**src/rtl/alu_pkg.sv**
```systemverilog
// Shared definitions for the sequential 8-bit ALU: opcodes, FSM states, flag bit positions.
package alu_pkg;

  localparam int unsigned ALU_WIDTH = 8;

  localparam logic [2:0] ALU_ADD = 3'b000;
  localparam logic [2:0] ALU_SUB = 3'b001;
  localparam logic [2:0] ALU_AND = 3'b010;
  localparam logic [2:0] ALU_OR  = 3'b011;
  localparam logic [2:0] ALU_XOR = 3'b100;
  localparam logic [2:0] ALU_SHL = 3'b101;
  localparam logic [2:0] ALU_SHR = 3'b110;
  localparam logic [2:0] ALU_MUL = 3'b111;

  typedef enum logic [1:0] {
    IDLE = 2'b00,
    EXEC = 2'b01,
    MUL  = 2'b10
  } alu_state_e;

  localparam int unsigned FLAG_C = 3;
  localparam int unsigned FLAG_Z = 2;
  localparam int unsigned FLAG_N = 1;
  localparam int unsigned FLAG_V = 0;

  function automatic logic [3:0] pack_flags(input logic c, input logic z, input logic n,
                                            input logic v);
    logic [3:0] f;
    f         = '0;
    f[FLAG_C] = c;
    f[FLAG_Z] = z;
    f[FLAG_N] = n;
    f[FLAG_V] = v;
    return f;
  endfunction

endpackage

```
**src/rtl/alu_mul_shift_add.sv**
```systemverilog
// Unsigned shift-add multiplier: one partial product per clock, done pulses (combinationally)
// during the last iteration so the caller registers product_o on that same edge.
module alu_mul_shift_add
  import alu_pkg::*;
#(
  parameter int unsigned Width   = 8,
  parameter int unsigned MulIter = 8
) (
  input  logic                 clk_i,
  input  logic                 rst_i,
  input  logic                 start_i,
  input  logic [Width-1:0]     a_i,
  input  logic [Width-1:0]     b_i,
  output logic                 done_o,
  output logic [2*Width-1:0]   product_o
);

  localparam int unsigned CntW = (MulIter > 1) ? $clog2(MulIter) : 1;

  logic                 active_q, active_d;
  logic [CntW-1:0]      cnt_q, cnt_d;
  logic [2*Width-1:0]   acc_q, acc_d;
  logic [2*Width-1:0]   mcand_q, mcand_d;
  logic [Width-1:0]     mplier_q, mplier_d;
  logic [2*Width-1:0]   step_acc;

  always_comb begin
    active_d  = active_q;
    cnt_d     = cnt_q;
    acc_d     = acc_q;
    mcand_d   = mcand_q;
    mplier_d  = mplier_q;
    done_o    = 1'b0;
    step_acc  = acc_q + (mplier_q[0] ? mcand_q : '0);

    if (start_i && !active_q) begin
      active_d = 1'b1;
      cnt_d    = '0;
      acc_d    = '0;
      mcand_d  = {{Width{1'b0}}, a_i};
      mplier_d = b_i;
    end else if (active_q) begin
      acc_d    = step_acc;
      mcand_d  = mcand_q << 1;
      mplier_d = mplier_q >> 1;
      cnt_d    = cnt_q + 1'b1;
      if (cnt_q == CntW'(MulIter - 1)) begin
        done_o   = 1'b1;
        active_d = 1'b0;
        cnt_d    = '0;
      end
    end
  end

  // Final sum including the last partial product.
  assign product_o = step_acc;

  always_ff @(posedge clk_i) begin
    if (rst_i) begin
      active_q <= 1'b0;
      cnt_q    <= '0;
      acc_q    <= '0;
      mcand_q  <= '0;
      mplier_q <= '0;
    end else begin
      active_q <= active_d;
      cnt_q    <= cnt_d;
      acc_q    <= acc_d;
      mcand_q  <= mcand_d;
      mplier_q <= mplier_d;
    end
  end

endmodule

```
**src/rtl/alu_seq_8bit.sv**
```systemverilog
// Sequential ALU stage behind mux_1: one op per start/done handshake, status flags {C,Z,N,V}.
// Single-cycle ops go through EXEC; MUL hands off to the shift-add sub-module.
module alu_seq_8bit
  import alu_pkg::*;
#(
  parameter int unsigned WIDTH    = 8,
  parameter int unsigned MUL_ITER = 8
) (
  input  logic             alu_clk,
  input  logic             alu_rst,
  input  logic             alu_start,
  input  logic [2:0]       alu_op,
  input  logic [WIDTH-1:0] alu_a,
  input  logic [WIDTH-1:0] alu_b,
  input  logic             alu_comp_carry_in,
  output logic [WIDTH-1:0] alu_result,
  output logic [WIDTH-1:0] alu_result_hi,
  output logic             alu_busy,
  output logic             alu_done,
  output logic [3:0]       alu_flags
);

  alu_state_e       state_q, state_d;
  logic [2:0]       op_q, op_d;
  logic [WIDTH-1:0] a_q, a_d;
  logic [WIDTH-1:0] b_q, b_d;
  logic             cin_q, cin_d;
  logic [WIDTH-1:0] result_q, result_d;
  logic [WIDTH-1:0] result_hi_q, result_hi_d;
  logic [3:0]       flags_q, flags_d;
  logic             done_q, done_d;

  logic               mul_start;
  logic               mul_done;
  logic [2*WIDTH-1:0] mul_product;

  logic [WIDTH:0]   sum;
  logic [WIDTH-1:0] res;
  logic             res_c;
  logic             res_v;

  assign mul_start = (state_q == IDLE) && alu_start && (alu_op == ALU_MUL);

  alu_mul_shift_add #(
    .Width   (WIDTH),
    .MulIter (MUL_ITER)
  ) u_mul (
    .clk_i     (alu_clk),
    .rst_i     (alu_rst),
    .start_i   (mul_start),
    .a_i       (alu_a),
    .b_i       (alu_b),
    .done_o    (mul_done),
    .product_o (mul_product)
  );

  // Single-cycle datapath on the latched operands; b is already complemented for SUB.
  always_comb begin
    sum   = {1'b0, a_q} + {1'b0, b_q};
    res   = '0;
    res_c = 1'b0;
    res_v = 1'b0;
    case (op_q)
      ALU_ADD: begin
        res   = sum[WIDTH-1:0];
        res_c = sum[WIDTH];
        res_v = (a_q[WIDTH-1] == b_q[WIDTH-1]) && (res[WIDTH-1] != a_q[WIDTH-1]);
      end
      ALU_SUB: begin
        res   = sum[WIDTH-1:0];
        res_c = sum[WIDTH] | cin_q;
        res_v = (a_q[WIDTH-1] == b_q[WIDTH-1]) && (res[WIDTH-1] != a_q[WIDTH-1]);
      end
      ALU_AND: res = a_q & b_q;
      ALU_OR:  res = a_q | b_q;
      ALU_XOR: res = a_q ^ b_q;
      ALU_SHL: begin
        res   = a_q << 1;
        res_c = a_q[WIDTH-1];
      end
      ALU_SHR: begin
        res   = a_q >> 1;
        res_c = a_q[0];
      end
      default: ;
    endcase
  end

  always_comb begin
    state_d     = state_q;
    op_d        = op_q;
    a_d         = a_q;
    b_d         = b_q;
    cin_d       = cin_q;
    result_d    = result_q;
    result_hi_d = result_hi_q;
    flags_d     = flags_q;
    done_d      = 1'b0;

    unique case (state_q)
      IDLE: begin
        if (alu_start) begin
          op_d    = alu_op;
          a_d     = alu_a;
          b_d     = alu_b;
          cin_d   = alu_comp_carry_in;
          state_d = (alu_op == ALU_MUL) ? MUL : EXEC;
        end
      end
      EXEC: begin
        result_d    = res;
        result_hi_d = '0;
        flags_d     = pack_flags(res_c, res == '0, res[WIDTH-1], res_v);
        done_d      = 1'b1;
        state_d     = IDLE;
      end
      MUL: begin
        if (mul_done) begin
          result_d    = mul_product[WIDTH-1:0];
          result_hi_d = mul_product[2*WIDTH-1:WIDTH];
          flags_d     = pack_flags(|mul_product[2*WIDTH-1:WIDTH], mul_product == '0,
                                   mul_product[2*WIDTH-1], 1'b0);
          done_d      = 1'b1;
          state_d     = IDLE;
        end
      end
      default: state_d = IDLE;
    endcase
  end

  always_ff @(posedge alu_clk) begin
    if (alu_rst) begin
      state_q     <= IDLE;
      op_q        <= '0;
      a_q         <= '0;
      b_q         <= '0;
      cin_q       <= 1'b0;
      result_q    <= '0;
      result_hi_q <= '0;
      flags_q     <= '0;
      done_q      <= 1'b0;
    end else begin
      state_q     <= state_d;
      op_q        <= op_d;
      a_q         <= a_d;
      b_q         <= b_d;
      cin_q       <= cin_d;
      result_q    <= result_d;
      result_hi_q <= result_hi_d;
      flags_q     <= flags_d;
      done_q      <= done_d;
    end
  end

  assign alu_result    = result_q;
  assign alu_result_hi = result_hi_q;
  assign alu_flags     = flags_q;
  assign alu_done      = done_q;
  assign alu_busy      = (state_q != IDLE);

endmodule

```
**config.mk**
```make
export PLATFORM = sky130hd
export DESIGN_NAME = alu_seq_8bit
export DESIGN_NICKNAME = d
export VERILOG_FILES = /design/src/rtl/alu_pkg.sv /design/src/rtl/alu_mul_shift_add.sv /design/src/rtl/alu_seq_8bit.sv
export SDC_FILE = /design/constraint.sdc
export NUM_CORES = 1
export LEC_CHECK = 0
export CORE_MARGIN = 2
export CORE_UTILIZATION = 30
export CTS_CLUSTER_DIAMETER = 40
export CTS_CLUSTER_SIZE = 20
export DETAILED_ROUTE_END_ITERATION = 12
export GPL_TIMING_DRIVEN = 0
export PLACE_DENSITY = 0.55
export SYNTH_ARGS = -nofsm -noshare
export SYNTH_HDL_FRONTEND = slang
export SYNTH_SLANG_ARGS = --single-unit
```
**constraint.sdc**
```tcl
create_clock -name alu_clk -period 6.77 [get_ports alu_clk]
set_input_delay 1.6925 -clock alu_clk [delete_from_list [all_inputs] [get_ports alu_clk]]
set_output_delay 1.6925 -clock alu_clk [all_outputs]
set_load 0.01 [all_outputs]
```
Yosys cells after proc, flatten, opt, wreduce, memory -nomap -nowiden:

Index checks and enable logic that the tools add are counted.
W data, S select, Z words.

* add/sub/neg operators: 3
* reduce and logical (&&, ||, !) cells: 18
* muxes and demuxes: 27
* equality and inequality tests: 14
* bitwise gates (word level): 4

Operators by type and width (count)
* $mux W8: 6
* $pmux W8 S6: 1
* $pmux W8 S2: 2
* $add A16 B16 Y16: 1
* $logic_not A16 Y1: 1
* $mux W16: 1
* $eq A3 B3 Y1 const B: 5
* $add A8 B8 Y9: 1
* $and A8 B8 Y8: 1
* $logic_not A8 Y1: 1
* $mux W1: 8
* $or A8 B8 Y8: 1
* $pmux W4 S2: 1
* $reduce_or A8 Y1: 1
* $xor A8 B8 Y8: 1
* $eq A3 B2 Y1 const B: 2
* $mux W2: 3
* $reduce_and A2 Y1: 3
* $reduce_bool A2 Y1: 3
* $logic_and A1 B1 Y1: 4
* $mux W4: 1
* $ne A2 B2 Y1 const B: 2
* $pmux W1 S4: 1
* $pmux W2 S2: 1
* 13 further kinds: 14

* flip-flop bits (word level): 87
* input bits: 23
* output and inout port bits: 22
* word-level logic and storage cells: 81

Longest topological paths before layout:

Gate-level depths: netlist (run 1).

* depth after elaboration: 7
* mapped depth: 12
* mapped depth without buffers: 11

Hierarchy:

A second synthesis (run 1) with hierarchy kept.

* cells, all modules: 646
* area, all modules: 5347.6 um2

Modules (own cells, without submodules)
* alu_seq_8bit: area each 2780.2 um2, instances 1, cells an instance 347, seq. area each 860.8 um2
* alu_mul_shift_add: area each 2567.5 um2, instances 1, cells an instance 299, seq. area each 880.8 um2

Least setup slack after synthesis (run 1):

OpenSTA, ideal clock, no wires.

* kind: in2reg
* start: input alu_op[1]
* end: register u_mul.acc_q[14]
* stages on the path: 7
* setup time: 128 ps
* slack: 3575 ps
* data required time: 6642 ps
* arrival time: 3067 ps
* path buffers: 2
* path through: nand3_1 -> nor2_1 -> nand2_1 -> nand2b_1 -> clkbuf_1 -> buf_1 -> nor2_1

* longest elaborated chain between the ends: 4

RTL lines
* start: declaration: line alu_seq_8bit.sv:12 `input logic [2:0] alu_op,`
* $eq A3 B3 Y1: line alu_seq_8bit.sv:42 `assign mul_start = (state_q == IDLE) && alu_start && (alu_op == ALU_MUL);`
* $logic_and A1 B1 Y1: line alu_seq_8bit.sv:42
* $logic_and A1 B1 Y1: line alu_mul_shift_add.sv:36 `if (start_i && !active_q) begin`
* $reduce_or A2 Y1 (no line)
* end signal: assignment: line alu_mul_shift_add.sv:62 `acc_q <= '0;`
* end signal: assignment: line alu_mul_shift_add.sv:68 `acc_q <= acc_d;`
* end: declaration: line alu_mul_shift_add.sv:22 `logic [2*Width-1:0] acc_q, acc_d;`

Every way passes these cells.
A chain may end at the register's enable or synchronous reset.

Final worst setup path (run 1):

* start: input alu_op[1]
* end: register u_mul.acc_q[7]

The elaborated chain is that of the path after synthesis.

==> reports/results.ini, run 1 <==
[timing]
tns_ns = 0
max_freq_mhz = 241
hold_violations = 0
timing.final.crit_share = 0.613
report.final.setup_viol = 0
slew_headroom = 0.358
setup_repair_after_global_routing_missed_its_margin = no
layout_min_cycle_time_ns = 4.15
max_slew.worst_pin.slew_ns = 0.959
skew_ns = 0.00720
max_transition_viols_final = 0
timing.final.ws_setup_ns = 2.62

[global_routing]
first_global_vias = 4299
gr_util_all_layers = 0.162
grt_start_max_net_pins = 16
grt_first_pass_wirelength_um = 23300
initial_antenna_violation_count = 0
gr-total-overflow = 0

[setup_path]
cp_data_required_time_ns = 6.98
rr_endpoint = alu_flags[3]
timing.critical_path.fanout_max = 10
critPathTopFamily = buffers and inverters
r2r-start = u_mul.mplier_q[0]
worstSetupStartpointType = input port
worstSetupPathType = in2reg
buf_inv_stages_crit_path = 3
critical-path-slowest-cell = sky130_fd_sc_hd__nor2_1
cp_num_cells = 8
path_cells = clkdlybuf4s50_1 -> nand3_1 -> nor2_1 -> nand2_1 -> nand2b_1 -> clkbuf_1 -> clkbuf_1 -> nor2_1
slowest_delay_ns = 0.76
ff2ff_setup_slack_ns = 3.35
critical_path.endpoint_type = flip-flop
arrival_ns = 4.36
rr_worst_depth = 11

[floorplan]
die_area_sq_mm = 0.0187
design.core.area_sq_mm = 0.0172
number_of_core_rows = 48
die-height_um = 137
fp.dieW_um = 137
initial_core_util = 0.306
ioPinCount = 45

[synth]
ys_top_cells_by_count = sky130_fd_sc_hd__nor2_1, sky130_fd_sc_hd__dfxtp_1, sky130_fd_sc_hd__nand2_1
synth_cell_types = 68
seq_area_frac_synth = 0.330
synth_enable_flop_cells = 0
yosysMostFrequentCell = sky130_fd_sc_hd__nor2_1
synthTopCellsByArea = sky130_fd_sc_hd__dfxtp_1, sky130_fd_sc_hd__ha_1, sky130_fd_sc_hd__mux2i_1
synth_ff_type = sky130_fd_sc_hd__dfxtp_1
share_of_the_synthesized_area_in_the_top_cell_type = 0.330
synth-warning-count = 0
post-synth-top-area-cell = sky130_fd_sc_hd__dfxtp_1
synth.cell_area_sq_mm = 0.00528
synth-async-reset-ratio = 0
synthesis.area_per_instance_sq_um = 8.10
ys_ff_latch = 87
synth_net_count = 713
synthCells = 652

[hold_path]
min-delay-path-class = reg2reg
min_path_cells = 2
hold_path_startpoint = alu_result[2]
worstHoldEndpoint = alu_result[2]

[final_layout]
final_layout_size_suffix_gt1_frac = 0.0689
diodes = 0
layout-area-overhead-vs-synth_pct = 20.2
final_nets = 767
stdcell_count = 936
post-route-util = 0.368

[cts]
clock_path_buffers = 2
cts_buffer_count = 9
clock_tree.root_cell = sky130_fd_sc_hd__clkbuf_16
cts_repair_resize_count = 0
path_clk_slew_ns = 0.06
clk_latency_ns = 0.35
cts.repair_timing.setup_buffer_count = 0
cts_max_level = 3
post_cts_hold_buffer_count = 0
clock_sink_count = 87
clock_tree_from_tritoncts = done

[flow_run]
count_of_max_cap_constraint_violations = 0

[placement]
dp.cells = 920
buffer_ports.inserted = 43
globalplace.congestion = 0.864
detailedPlacementHpwl_um = 11200
placement.setup.worst_slack_ns = 2.26

[pwr]
max-vdd-ir-drop_v = 0.0000995
power_leakage_nw = 2.44
power_density_mw_per_mm2 = 208

[route]
drc = 0
ant_nets = 0
first_pass_detailed_route_iteration_total = 5
vias = 4634
wl_per_cell_um = 15.6
vias_per_cell = 4.95
wl_um = 14600
drt_first_iter_violations = 375

[run_status]
status = finished clean

## sequential cells by signal, summed over array words and instances, names as in the netlist
name	cells
alu_result	8
u_mul.active_q	1
a_q	8
alu_done	1
state_q	2
u_mul.acc_q	16
alu_result_hi	8
b_q	8
u_mul.mcand_q	16
u_mul.cnt_q	3
cin_q	1
alu_flags	4
u_mul.mplier_q	8
op_q	3
## cells in the final DEF (no fill, tap or decap), types with 9 or more instances in the layout
| cell type | instances |
|---|---|
| sky130_fd_sc_hd__inv_1 | 30 |
| sky130_fd_sc_hd__clkbuf_1 | 24 |
| sky130_fd_sc_hd__nor3_1 | 9 |
| sky130_fd_sc_hd__dfxtp_1 | 87 |
| sky130_fd_sc_hd__o211ai_1 | 9 |
| sky130_fd_sc_hd__clkbuf_16 | 9 |
| sky130_fd_sc_hd__nand2_1 | 79 |
| sky130_fd_sc_hd__and2_1 | 16 |
| sky130_fd_sc_hd__a21oi_1 | 69 |
| sky130_fd_sc_hd__o21ai_0 | 14 |
| sky130_fd_sc_hd__nand3_1 | 13 |
| sky130_fd_sc_hd__mux2i_1 | 41 |
| sky130_fd_sc_hd__nor2_1 | 90 |
| sky130_fd_sc_hd__ha_1 | 36 |
| sky130_fd_sc_hd__clkdlybuf4s50_1 | 43 |
## cells by family after synthesis
family / synth area share
AOI/OAI and AO/OA: 0.195
buffers and inverters: 0.0502
adders and majority gates: 0.0929
xor gates and xnor gates: 0.0232
muxes: 0.0948
DFF: 0.330
and+or+nand+nor: 0.214
## how the worst max path moves through the flow
| stage | from | endpoint | slack (ns) |
|---|---|---|---|
| after global routing | alu_op[1] | u_mul.acc_q[7] | 2.42 |
| after detailed placement | alu_op[1] | u_mul.acc_q[4] | 2.26 |
| final | alu_op[1] | u_mul.acc_q[7] | 2.62 |
| after global placement | alu_op[1] | u_mul.acc_q[13] | 2.30 |
| after CTS | alu_op[1] | u_mul.acc_q[7] | 2.64 |
| after floorplan | alu_op[1] | u_mul.acc_q[14] | 3.58 |
## area by class of cell
type / instances / area, sq um
multi-input combinational: 499 / 3270
timing repair buffer: 43 / 430
sequential: 87 / 1740
fill: 1792 / 10900
clock buffer: 10 / 239
clock inverter: 6 / 116
buffer: 34 / 145
inverter: 32 / 120
tap: 225 / 282
## routing by layer
layer | vias to the layer above | part of all wire | track usage
li1 | 2389 | - | -
met1 | 2116 | 0.49 | 0.229
met2 | 108 | 0.45 | 0.253
met3 | 21 | 0.037 | 0.0193
met4 | 0 | 0.020 | 0.0602
met5 | - | 0 | 0
## power by group
group / total (mW) / switching (mW) / internal [mW]
registers: 0.542 / 0.0142 / 0.528
clock network: 0.595 / 0.221 / 0.374
logic: 0.181 / 0.107 / 0.0739
## per-stage QoR
step	total power [mW]	cell area, sq um	hold WS [ns]
after floorplan	0.663	5280	0.436
after global placement	0.733	5990	0.441
after detailed placement	0.733	5990	0.447
after CTS	1.33	6350	0.455
after global routing	1.37	6350	0.473
final	1.32	6350	0.452
## worst register-to-register path, delay by kind of cell, from the launching register on
family | cells | cell delay, ns
simple gates | 3 | 1.14
compound gates | 5 | 0.91
fa+ha+maj | 2 | 0.64
flops | 1 | 0.40
xor+xnor | 1 | 0.20
No activity file was read; power rests on OpenSTA's default activity.
==> inputs of run 2 (changes only) <==
--- a/config.mk
+++ b/config.mk
@@ -11,7 +11,7 @@
 export CTS_CLUSTER_SIZE = 20
 export DETAILED_ROUTE_END_ITERATION = 12
 export GPL_TIMING_DRIVEN = 0
-export PLACE_DENSITY = 0.55
+export PLACE_DENSITY = 0.57
 export SYNTH_ARGS = -nofsm -noshare
 export SYNTH_HDL_FRONTEND = slang
 export SYNTH_SLANG_ARGS = --single-unit
==> constraint.sdc (replaced) <==
create_clock -name alu_clk -period 3.7 [get_ports alu_clk]
set_input_delay 0.925 -clock alu_clk [delete_from_list [all_inputs] [get_ports alu_clk]]
set_output_delay 0.925 -clock alu_clk [all_outputs]
set_load 0.01 [all_outputs]
==> reports/results.ini, run 2 (synthesized netlist as in run 1, its figures left out) <==
[final_layout]
layout.cells.most_common = sky130_fd_sc_hd__nor2_1
post-route-util = 0.365
diodes = 0
layout.filler_cells = 1781
stdcell_count = 936
layout-area-overhead-vs-synth_pct = 19.3
highest_count_cells_in_the_layout_ignoring_fill_and_taps = sky130_fd_sc_hd__nor2_1, sky130_fd_sc_hd__dfxtp_1, sky130_fd_sc_hd__nand2_1
reg.largest.list = u_mul.acc_q: 16 flops, u_mul.mcand_q: 16 flops
final_nets = 767
final_layout_size_suffix_gt1_frac = 0.0689

[pwr]
share_comb_of_total_power = 0.144
power_leakage_nw = 2.41
power_density_mw_per_mm2 = 360
sequentialPowerShare = 0.437
cell_internal_pwr_mw = 1.63
p_clk_frac = 0.419
switching_power_uw = 638
power.share.switching = 0.281
max-vdd-ir-drop_v = 0.000198

[route]
vias_per_cell = 4.99
wl_per_cell_um = 15.4
vias = 4673
ant_nets = 0
drt_first_iter_violations = 358
wl_um = 14400
drc = 0
first_pass_detailed_route_iteration_total = 5

[floorplan]
ioPinCount = 45
design.core.area_sq_mm = 0.0172
initial_core_util = 0.306
die_area_sq_mm = 0.0187
die-height_um = 137
number_of_core_rows = 48
fp.dieW_um = 137

[timing]
slew_headroom = 0.393
skew_ns = 0.00809
tns_ns = 0
max_freq_mhz = 295
timing.final.ws_setup_ns = 0.308
max_transition_viols_final = 0
report.final.setup_viol = 0
finalHoldWorstSlack_ns = 0.449
layout_min_cycle_time_ns = 3.39
timing.final.crit_share = 0.917
setup_repair_after_global_routing_missed_its_margin = no
max_slew.worst_pin.slew_ns = 0.907
hold_violations = 0

[cts]
cts.repair_timing.setup_buffer_count = 0
clk_latency_ns = 0.35
cts_buffer_count = 9
clock_path_buffers = 2
post_cts_hold_buffer_count = 0
path_clk_slew_ns = 0.07
cts_repair_resize_count = 0
cts_max_level = 3
clock_tree_from_tritoncts = done
clock_sink_count = 87
clock_tree.root_cell = sky130_fd_sc_hd__clkbuf_16

[setup_path]
cp_data_required_time_ns = 3.91
critical_path.endpoint_type = flip-flop
arrival_ns = 3.61
worstSetupStartpointType = flip-flop
timing.critical_path.fanout_max = 8
worstSetupPathType = reg2reg

[placement]
dp.cells = 920
detailedPlacementHpwl_um = 11000
buffer_ports.inserted = 43
globalplace.congestion = 0.874
placement.setup.worst_slack_ns = 0.0130

[global_routing]
first_global_vias = 4416
gr-total-overflow = 0
gr_util_all_layers = 0.158
initial_antenna_violation_count = 0
grt_start_max_net_pins = 17
grt_first_pass_wirelength_um = 23000

[hold_path]
min-delay-path-class = reg2reg

[run_status]
status = finished clean

[flow_run]
count_of_max_cap_constraint_violations = 0

## run 2: area by class of cell
class | instances | area [sq um] | share of cell area
Multi-Input combinational cell | 499 | 3270 | 0.520
Sequential cell | 87 | 1740 | 0.277
Timing Repair Buffer | 43 | 430 | 0.0683
Tap cell | 225 | 282 | 0.0447
Clock buffer | 9 | 225 | 0.0358
Buffer | 34 | 145 | 0.0230
Inverter | 32 | 120 | 0.0191
Clock inverter | 7 | 81.3 | 0.0129
## run 2: worst paths after layout
kind / start / to / slack (ns) / depth (start not counted)
max: u_mul.mplier_q[0] / alu_flags[3] / 0.31 / 11
min: alu_flags[1] / alu_flags[1] / 0.45 / 2
max reg2reg: u_mul.mplier_q[0] / alu_flags[3] / 0.31 / 11
min reg2reg: alu_flags[1] / alu_flags[1] / 0.45 / 2
## run 2: per-stage QoR
step / instance area [sq um] / power, mW
5_1_grt: 6300 / 2.36
4_1_cts: 6300 / 2.28
6_report: 6300 / 2.27
3_5_place_dp: 5990 / 1.34
3_3_place_gp: 5990 / 1.34
2_1_floorplan: 5280 / 1.21
## run 2: routing by layer
layer	vias up	part of all wire	global-route usage
li1	2384	-	-
met1	2160	0.49	0.215
met2	110	0.45	0.252
met3	19	0.038	0.0207
met4	0	0.019	0.0625
met5	-	0	0
## run 2: power by group through the flow
stage	Sequential (mW)	Clock [mW]	Combinational [mW]
2_1_floorplan	1.01	0	0.205
6_report	0.992	0.950	0.327
3_5_place_dp	1.01	0	0.325
4_1_cts	0.992	0.964	0.326
5_1_grt	0.995	0.999	0.362
3_3_place_gp	1.01	0	0.324
## run 2: critical path, cell delays in order (launching register included)
cell and delay [ns]:
sky130_fd_sc_hd__dfxtp_1 0.41, sky130_fd_sc_hd__and2_1 0.21, sky130_fd_sc_hd__ha_1 0.20, sky130_fd_sc_hd__fa_1 0.44, sky130_fd_sc_hd__a211oi_2 0.27, sky130_fd_sc_hd__o211ai_1 0.16, sky130_fd_sc_hd__a31oi_1 0.24, sky130_fd_sc_hd__o21ai_1 0.11
sky130_fd_sc_hd__xor2_1 0.19, sky130_fd_sc_hd__or4_1 0.55, sky130_fd_sc_hd__nor4_2 0.37, sky130_fd_sc_hd__o41ai_1 0.10
==> inputs of run 3 (changes only) <==
--- a/config.mk
+++ b/config.mk
@@ -11,7 +11,8 @@
 export CTS_CLUSTER_SIZE = 20
 export DETAILED_ROUTE_END_ITERATION = 12
 export GPL_TIMING_DRIVEN = 0
-export PLACE_DENSITY = 0.57
+export PLACE_DENSITY = 0.56
 export SYNTH_ARGS = -nofsm -noshare
 export SYNTH_HDL_FRONTEND = slang
+export SYNTH_HIERARCHICAL = 1
 export SYNTH_SLANG_ARGS = --single-unit
==> constraint.sdc (replaced) <==
create_clock -name alu_clk -period 2.9 [get_ports alu_clk]
set_input_delay 0.725 -clock alu_clk [delete_from_list [all_inputs] [get_ports alu_clk]]
set_output_delay 0.725 -clock alu_clk [all_outputs]
set_load 0.01 [all_outputs]
==> reports/results.ini, run 3 <==
[cts]
clock_sink_count = 87
clock_tree.root_cell = sky130_fd_sc_hd__clkbuf_16
post_cts_hold_buffer_count = 0
clk_latency_ns = 0.34
clock_path_buffers = 2
path_clk_slew_ns = 0.06
clock_tree_from_tritoncts = done
cts_max_level = 3
cts_buffer_count = 9

[timing]
max_freq_mhz = 328
slew_headroom = 0.412
finalHoldWorstSlack_ns = 0.456
max_transition_viols_final = 0
hold_violations = 0
setup_repair_after_global_routing_missed_its_margin = yes
report.final.setup_viol = 2
max_slew.worst_pin.slew_ns = 0.882
layout_min_cycle_time_ns = 3.05
timing.final.ws_setup_ns = -0.150
skew_ns = 0.00699
timing.final.crit_share = 1.05

[final_layout]
layout.cells.most_common = sky130_fd_sc_hd__dfxtp_1
post-route-cell-area_sq_mm = 0.00698
post-route-util = 0.402
diodes = 0
highest_count_cells_in_the_layout_ignoring_fill_and_taps = sky130_fd_sc_hd__dfxtp_1, sky130_fd_sc_hd__nor2_1, sky130_fd_sc_hd__nand2_1
final_nets = 783
final_layout_size_suffix_gt1_frac = 0.168
layout-area-overhead-vs-synth_pct = 30.6
reg.largest.list = u_mul/acc_q: 16 flops, u_mul/mcand_q: 16 flops

[setup_path]
critPathTopFamily = simple AND/OR/NAND/NOR gates
worstSetupStartpointType = flip-flop
critical-path-slowest-cell = sky130_fd_sc_hd__or3_4
r2r-start = u_mul/mplier_q[0]
critical_path.endpoint_type = flip-flop
arrival_ns = 3.30
timing.critical_path.fanout_max = 4
buf_inv_stages_crit_path = 1
slowest_delay_ns = 0.39
cp_data_required_time_ns = 3.15
rr_endpoint = alu_flags[2]
path_cells = buf_6 -> and2_4 -> ha_4 -> o211ai_2 -> o211a_1 -> or3_4 -> and3_4 -> or2_4 -> xnor2_4 -> nor4_2 -> nand2_1 -> nor3_2 -> a21oi_2 -> o32ai_2
ff2ff_setup_slack_ns = -0.15
worstSetupPathType = reg2reg
rr_worst_depth = 14

[pwr]
max-vdd-ir-drop_v = 0.000214
power_leakage_nw = 2.62
power_density_mw_per_mm2 = 441
total_power_mw = 3.08

[floorplan]
initial_core_util = 0.308
number_of_core_rows = 48
fp.dieW_um = 138
die_area_sq_mm = 0.0189
design.core.area_sq_mm = 0.0174
ioPinCount = 45
die-height_um = 138

[placement]
detailedPlacementHpwl_um = 11500
globalplace.congestion = 0.843
buffer_ports.inserted = 43
placement.setup.worst_slack_ns = -0.689
placed_cell_area_sq_mm = 0.00607

[synth]
synth_net_count = 707
synthTopCellsByArea = sky130_fd_sc_hd__dfxtp_1, sky130_fd_sc_hd__ha_1, sky130_fd_sc_hd__mux2i_1
synth_ff_type = sky130_fd_sc_hd__dfxtp_1
share_of_the_synthesized_area_in_the_top_cell_type = 0.326
post-synth-top-area-cell = sky130_fd_sc_hd__dfxtp_1
synth.cell_area_sq_mm = 0.00535
seq_area_frac_synth = 0.326
synth-async-reset-ratio = 0
ys_top_cells_by_count = sky130_fd_sc_hd__dfxtp_1, sky130_fd_sc_hd__nor2_1, sky130_fd_sc_hd__a21oi_1
synth_enable_flop_cells = 0
synth-warning-count = 6
synthCells = 646
ys_ff_latch = 87
synthesis.area_per_instance_sq_um = 8.28
yosysMostFrequentCell = sky130_fd_sc_hd__dfxtp_1
synth_cell_types = 79

[global_routing]
first_global_vias = 4654
gr_util_all_layers = 0.170
initial_antenna_violation_count = 0
grt_first_pass_wirelength_um = 25000
grt_start_max_net_pins = 15
gr-total-overflow = 0

[run_status]
status = complete, but fails checks
violations = negative setup slack

[route]
ant_nets = 0
vias_per_cell = 5.05
vias = 4804
first_pass_detailed_route_iteration_total = 5
wl_um = 15600
drc = 0
wl_per_cell_um = 16.4
drt_first_iter_violations = 279

[hold_path]
min_path_cells = 2
min-delay-path-class = reg2reg
hold_path_startpoint = alu_result[0]
worstHoldEndpoint = alu_result[0]

[flow_run]
count_of_max_cap_constraint_violations = 0

run 3: worst max path at each step:
stage	start	endpoint	slack, ns	cells past startpoint
6_report	u_mul/mplier_q[0]	alu_flags[2]	-0.15	14
3_3_place_gp	alu_start	u_mul/mcand_q[2]	-0.65	10
5_1_grt	u_mul/mplier_q[0]	alu_flags[2]	-0.27	14
4_1_cts	u_mul/mplier_q[0]	alu_flags[2]	-0.23	15
3_5_place_dp	u_mul/mplier_q[0]	alu_flags[2]	-0.69	14
2_1_floorplan	u_mul/mplier_q[0]	alu_flags[2]	0.0009	14
run 3: kinds of logic after synthesis:
logic type                 after synthesis  share of synthesized area
DFF                                     87                      0.326
muxes                                   44                     0.0838
adders and majority gates               38                     0.0917
buffers and inverters                   72                     0.0625
and+or+nand+nor                        228                      0.204
AOI/OAI and AO/OA                      162                      0.208
xor gates and xnor gates                15                     0.0246
run 3: layout make-up:
type | count | area, sq um
well taps | 225 | 282
multi-input cells | 487 | 3640
clock inverters | 5 | 105
flip-flops and latches | 87 | 1750
inverters | 34 | 128
fillers | 1735 | 10400
repair buffers | 66 | 607
clock buffers | 11 | 243
plain buffers | 37 | 234
run 3: worst reg2reg max path, delay by kind of cell, from the launching register on:
| family | cells | cell delay (ns) |
|---|---|---|
| simple gates | 7 | 1.50 |
| compound gates | 4 | 0.53 |
| flops | 1 | 0.37 |
| fa+ha+maj | 1 | 0.28 |
| xor+xnor | 1 | 0.15 |
| buf+inv | 1 | 0.13 |
run 3: repair_timing:
item | 4_1_cts | 5_1_grt
buffers inserted | 11 | 11
setup endpoints to repair | 36 | 20
cloned | 1 | 0
resized for setup | 41 | 32
pin swaps | 22 | 20
run 3: metal layers:
| metal | GRT usage | part of all wire | vias up |
|---|---|---|---|
| met5 | 0 | 0 | - |
| met4 | 0.0447 | 0.016 | 0 |
| met3 | 0.0272 | 0.039 | 16 |
| met2 | 0.281 | 0.47 | 93 |
| met1 | 0.231 | 0.47 | 2265 |
| li1 | - | - | 2430 |
run 3: stage by stage:
| stage | std cells | setup TNS (ns) |
|---|---|---|
| 6_report | 952 | -0.213 |
| 5_1_grt | 952 | -0.446 |
| 4_1_cts | 941 | -0.447 |
| 3_5_place_dp | 914 | -20.63 |
| 3_3_place_gp | 914 | -21.64 |
| 2_1_floorplan | 646 | 0 |
run 3: report_power, final:
part / total [mW] / switching, mW / internal (mW)
Sequential: 1.27 / 0.0360 / 1.23
Clock: 1.35 / 0.489 / 0.866
Combinational: 0.457 / 0.260 / 0.197
